`src/rtl/bean_spawner_pkg.sv`:
```
// Shared game constants, FSM encoding and LFSR helper for the bean spawner.
package bean_spawner_pkg;

  localparam int unsigned POS_W = 11;
  localparam int unsigned LFSR_W = 16;

  localparam logic [POS_W-1:0] POS_MAX = '1;
  localparam logic [POS_W-1:0] X0_INIT = 11'd200;
  localparam logic [POS_W-1:0] X1_INIT = 11'd450;
  localparam logic [POS_W-1:0] X2_INIT = 11'd750;

  localparam logic [LFSR_W-1:0] LFSR_SEED = 16'hACE1;
  // Taps 16,14,13,11 expressed as bit positions 15,13,12,10
  localparam logic [LFSR_W-1:0] LFSR_TAPS = 16'hB400;

  typedef enum logic [1:0] {
    ST_IDLE = 2'd0,
    ST_RUN  = 2'd1,
    ST_HALT = 2'd2
  } state_e;

  function automatic logic [LFSR_W-1:0] lfsr_next(input logic [LFSR_W-1:0] v);
    return {v[LFSR_W-2:0], ^(v & LFSR_TAPS)};
  endfunction

endpackage

```
`src/rtl/bean_lfsr.sv`:
```
// Spacing LFSR; advances 'step' times per clock so several respawns can share one tick.
module bean_lfsr
  import bean_spawner_pkg::*;
(
  input  logic              clk,
  input  logic              reset,
  input  logic [1:0]        step,
  output logic [LFSR_W-1:0] value
);

  logic [LFSR_W-1:0] value_nxt;

  always_comb begin
    value_nxt = value;
    for (int i = 0; i < 3; i++) begin
      if (2'(i) < step) value_nxt = lfsr_next(value_nxt);
    end
  end

  always_ff @(posedge clk) begin
    if (reset) value <= LFSR_SEED;
    else       value <= value_nxt;
  end

endmodule

```
`src/rtl/bean_spawner.sv`:
```
// Scrolls three beans left once per game tick and respawns them behind the furthest one.
module bean_spawner
  import bean_spawner_pkg::*;
#(
  parameter int unsigned TICK_DIV = 833333,
  parameter int unsigned SHIFT    = 5,
  parameter int unsigned MIN_GAP  = 400
) (
  input  logic             clk,
  input  logic             reset,
  input  logic             run,
  input  logic             collide,
  output logic [POS_W-1:0] bean_x0,
  output logic [POS_W-1:0] bean_x1,
  output logic [POS_W-1:0] bean_x2,
  output logic             tick,
  output logic [15:0]      pass_count,
  output logic             halted
);

  localparam int unsigned CNT_W = (TICK_DIV > 1) ? $clog2(TICK_DIV) : 1;
  localparam int unsigned SUM_W = POS_W + 2;

  state_e             state;
  logic [CNT_W-1:0]   cnt;
  logic [POS_W-1:0]   pos      [3];
  logic [POS_W-1:0]   pos_nxt  [3];
  logic [POS_W-1:0]   furthest;
  logic [POS_W-1:0]   furthest_nxt;
  logic [POS_W-1:0]   f_work;
  logic [LFSR_W-1:0]  lfsr_value;
  logic [LFSR_W-1:0]  lfsr_work;
  logic [SUM_W-1:0]   sum;
  logic [1:0]         n_resp;
  logic [1:0]         lfsr_step;
  logic               update;

  assign tick    = (state == ST_RUN) && (cnt == CNT_W'(TICK_DIV - 1));
  assign update  = tick && !collide;
  assign bean_x0 = pos[0];
  assign bean_x1 = pos[1];
  assign bean_x2 = pos[2];

  assign lfsr_step = update ? n_resp : 2'd0;

  bean_lfsr u_lfsr (
    .clk   (clk),
    .reset (reset),
    .step  (lfsr_step),
    .value (lfsr_value)
  );

  // Lowest index respawns first; later respawns see its furthest and advanced LFSR
  always_comb begin
    f_work    = furthest;
    lfsr_work = lfsr_value;
    sum       = '0;
    n_resp    = '0;
    for (int i = 0; i < 3; i++) begin
      pos_nxt[i] = pos[i] - POS_W'(SHIFT);
      if (pos[i] <= POS_W'(SHIFT)) begin
        sum = SUM_W'(f_work) - SUM_W'(SHIFT) + SUM_W'(MIN_GAP) + SUM_W'(lfsr_work[7:0]);
        pos_nxt[i] = (sum > SUM_W'(POS_MAX)) ? POS_MAX : sum[POS_W-1:0];
        f_work     = pos_nxt[i];
        lfsr_work  = lfsr_next(lfsr_work);
        n_resp     = n_resp + 2'd1;
      end
    end
    furthest_nxt = (n_resp != 2'd0) ? f_work : furthest - POS_W'(SHIFT);
  end

  always_ff @(posedge clk) begin
    if (reset) begin
      state      <= ST_IDLE;
      cnt        <= '0;
      pos[0]     <= X0_INIT;
      pos[1]     <= X1_INIT;
      pos[2]     <= X2_INIT;
      furthest   <= X2_INIT;
      pass_count <= '0;
      halted     <= 1'b0;
    end else begin
      unique case (state)
        ST_IDLE: begin
          if (run) state <= ST_RUN;
        end
        ST_RUN: begin
          cnt <= tick ? '0 : cnt + CNT_W'(1);
          if (collide) begin
            state  <= ST_HALT;
            halted <= 1'b1;
          end else if (!run) begin
            state <= ST_IDLE;
          end
          if (update) begin
            pos        <= pos_nxt;
            furthest   <= furthest_nxt;
            pass_count <= pass_count + 16'(n_resp);
          end
        end
        ST_HALT: begin
          state <= ST_HALT;
        end
        default: state <= ST_IDLE;
      endcase
    end
  end

endmodule

```
`config.mk`:
```
export PLATFORM = sky130hd
export DESIGN_NAME = bean_spawner
export DESIGN_NICKNAME = d
export VERILOG_FILES = /design/src/rtl/bean_spawner_pkg.sv /design/src/rtl/bean_lfsr.sv /design/src/rtl/bean_spawner.sv
export SDC_FILE = /design/constraint.sdc
export NUM_CORES = 1
export LEC_CHECK = 0
export CAP_MARGIN = 20
export CORE_ASPECT_RATIO = 0.75
export CORE_MARGIN = 2
export CORE_UTILIZATION = 46
export DETAILED_ROUTE_END_ITERATION = 7
export PLACE_DENSITY_LB_ADDON = 0.05
export SLEW_MARGIN = 5
export SYNTH_ARGS = -nofsm -noshare
export SYNTH_HDL_FRONTEND = slang
export SYNTH_SLANG_ARGS = --single-unit
```
`constraint.sdc`:
```
create_clock -name clk -period 25.5 [get_ports clk]
set_input_delay 3.825 -clock clk [delete_from_list [all_inputs] [get_ports clk]]
set_output_delay 3.825 -clock clk [all_outputs]
set_load 0.02 [all_outputs]
```
==> key figures <==
Yosys
  – Post-Synth XOR/XNOR Area: 0.08391
  – Top cell type by total area after synthesis: dfxtp_1
  – Post-synth EDFFs: 0
  – Mux contribution to synthesized area: 0.02069
  – Main synth FF type: dfxtp_1
  – Simple-gate share of the synthesized area: 0.2532
  – Compound-Gate Fraction of Synth Area: 0.2538
  – Synth top area cells: dfxtp_1, ha_1, a21oi_1
  – Yosys top cell area share: 0.2292
  – Sequential share of the synthesized area: 0.2292
  – Syn Inst Count: around 1200
  – FF+latch count, synth: 99
  – Area of the mapped netlist: a little under 9000 µm²
  – Count leader, synth: nor2_1
  – Syn_nets: between 1000 and 1500
  – Asr flop ratio synth: 0
  – Synth warn: 0
  – Adder-Cell Fraction of Synth Area: 0.1047
  – Largest family of logic cells by synthesized area: compound AO/OA/AOI/OAI gates
  – Synth unique cells: 88
  – Syn_area_per_cell: about 7.3 µm²
  – Post-synth top cells: nor2_1, nand2_1, a21oi_1

STA
  – Tcrit/Tclk final: 0.4560
  – RSZ-0062 raised after global routing: false
  – Worst Skew: 0.008550 ns
  – Hold Fails Final Rpt: 0
  – Hold slack: between 0.4 and 0.5 ns
  – Worst-Margin Slew: approximately 0.93 ns
  – Worst setup margin: 13.87 ns
  – Achievable clock frequency: 0.08599 GHz
  – Fin crit period: 11.63 ns
  – Endpoints failing setup: 0
  – Max-slew violation count: 0
  – Setup TNS Final: 0 ns
  – Slew HR: 0.3782

Final layout
  – # fillers: approximately 1800
  – Util after Layout: 0.5240
  – NumNets Final: between 1000 and 1500
  – # diodes: 0
  – Layout cells sized above 1: 0.06188
  – Area Growth Syn to Fin: 11.82%

Power
  – Clk pwr share: 0.474
  – Peak supply drop: roughly 0.031 mV
  – Internal power: between 0.2 and 0.25 mW
  – Sw Share: 0.2334
  – Sequential cell fraction of total power: 0.508
  – Comb power frac: 0.019
  – Net Switching: between 0.07 and 0.08 mW
  – Power Total: between 0.3 and 0.4 mW
  – Static leakage: between 3 and 4 nW
  – P per Cell Area: about 32 nW/µm²

Placement
  – Post-DP HPWL: 21980 µm
  – Dpl ws: roughly 14 ns
  – IO Port Bufs: 54
  – Global placer's final weighted congestion: around 1.0

Setup path
  – Critical Path Max Stage Delay: around 0.59 ns
  – Crit end category: flip-flop
  – Worst path bufs/invs: 4
  – Critical-path top delay cell: a32oi_4
  – Kind of critical path: reg2reg
  – WP data required: approximately 26 ns
  – Crit Path Max Fanout: 18
  – WP data arrival: around 12 ns
  – Top delay family on crit path: compound AO/OA/AOI/OAI gates
  – Reg-to-reg slack, setup: ~14 ns
  – Startpoint Class: flip-flop

Floorplan
  – Die Wd: roughly 160 µm
  – Io pins: 55
  – Die Height: ~120 µm
  – Placeable Area: ~18000 µm²
  – DIE AREA: between 15000 and 20000 µm²
  – Rows: 43
  – Starting Density: 0.4686

Routing
  – Vias: 8603
  – DR WL/cell: 19.68 µm
  – Drt drc: 0
  – Met3 wire length: 2473 µm
  – Drt pass-1 iters: 5
  – Vias per cell: 5.897
  – Final ANT Viol Nets: 0
  – Post-Route WL: 28710 µm
  – Initial DRC count: about 840
  – Top routing layer used: met4
  – Wire length on met1: ~15000 µm
  – Met2 WL: around 11000 µm

Clocking
  – Hold_buf cts: 0
  – Clock transition at path regs: around 0.08 ns
  – Num CTS Buffers: 9
  – H-Tree Depth: 3
  – Post-CTS Setup Bufs: 0
  – Post-cts sizing count: 0
  – CTS sink cnt: 99
  – CTS tree: yes
  – Clk_lat worst skew: around 0.36 ns
  – Root buffer cell: clkbuf_16
  – Clock Path Buffers: 2

Global routing
  – Global-route wire length before repair: 44910 µm
  – Vias in the first global route: between 7000 and 8000
  – Antenna violations before repair: 0
  – Gr usage total: 0.2926
  – Pin count of the biggest net entering global routing: 57
  – GR Overflow Total: 0

Run status
  – Outcome: finished clean

Min path
  – HP Class: reg2reg

Job
  – Max-Cap Viols: 0
==> power groups by stage <==
stage / clock network, mW / logic (mW) / registers [mW]
3_3_place_gp: 0 / 0.00567 / 0.159
5_1_grt: 0.154 / 0.00623 / 0.155
2_1_floorplan: 0 / 0.00345 / 0.159
3_5_place_dp: 0 / 0.00562 / 0.159
6_report: 0.145 / 0.00571 / 0.155
4_1_cts: 0.148 / 0.00562 / 0.155
==> worst reg2reg max path, delay by kind of cell, from the launching register on <==
| kind | cells | cell delay (ns) |
|---|---|---|
| buf+inv | 4 | 0.33 |
| flops | 1 | 0.54 |
| fa+ha+maj | 9 | 2.85 |
| xor+xnor | 1 | 0.14 |
| simple gates | 13 | 3.24 |
| compound gates | 23 | 4.52 |
==> state kept, by name (all words and copies together) (netlist names) <==
| register | cells |
|---|---|
| cnt | 20 |
| pass_count | 16 |
| u_lfsr.value | 16 |
| bean_x0 | 11 |
| bean_x1 | 11 |
| bean_x2 | 11 |
| furthest | 11 |
| state | 2 |
| halted | 1 |
==> worst paths after layout <==
check / from / to / depth (start not counted)
worst min register to register: pass_count[0] / pass_count[0] / 2
worst max register to register: furthest[0] / furthest[3] / 50
worst min-delay path: pass_count[0] / pass_count[0] / 2
worst max-delay path: furthest[0] / furthest[3] / 50
==> cell type report <==
cell class              instances  area, µm²  area share
clock buffers                   9      225.2     0.02329
well taps                     247      309.0     0.03196
clock inverters                 7      83.83    0.008669
repair buffers                 66      625.6     0.06469
multi-input cells             968       6208      0.6420
flip-flops and latches         99       1982      0.2049
inverters                      63      236.5     0.02445
==> kinds of logic after synthesis <==
kind of cell | Yosys count
compound gates | 340
xor+xnor | 82
fa+ha+maj | 70
buf+inv | 118
flops | 99
mux | 17
simple gates | 459
==> cells in the final DEF, fill, tap and decap left out, types with 6 or more instances in the layout <==
cell	synthesis	final
xor2_1	29	29
nand4_1	11	11
a21oi_1	107	107
a211oi_1	16	16
mux2i_1	15	15
nor4_1	10	9
ha_1	66	66
clkbuf_16	0	9
dfxtp_1	99	99
a21o_1	15	15
nor2_1	140	139
nand2b_1	12	12
o31ai_1	6	6
o21ai_0	92	92
or2_2	8	8
inv_1	59	59
or3_1	14	14
a31oi_1	17	17
nand3_1	29	29
and2_1	11	11
o211ai_1	12	12
xnor2_1	52	52
nor3_1	28	27
nor2b_1	10	10
and3_1	18	18
o21a_1	7	7
clkdlybuf4s50_1	0	53
buf_4	1	12
nand2_1	138	138
o21ai_1	9	9
==> metrics by stage <==
step                      cells  instance area [µm²]
after floorplan            1185                 8648
after global placement     1443                 9361
after detailed placement   1443                 9361
after CTS                  1459                 9671
after global routing       1459                 9671
final                      1459                 9671
==> routing by layer <==
layer  track usage  up-vias
met5             0        -
met2        0.4082      318
met1        0.4525     4020
met3       0.07773       14
met4       0.04204        0
li1              -     4251
No activity file was read; power rests on OpenSTA's default activity.
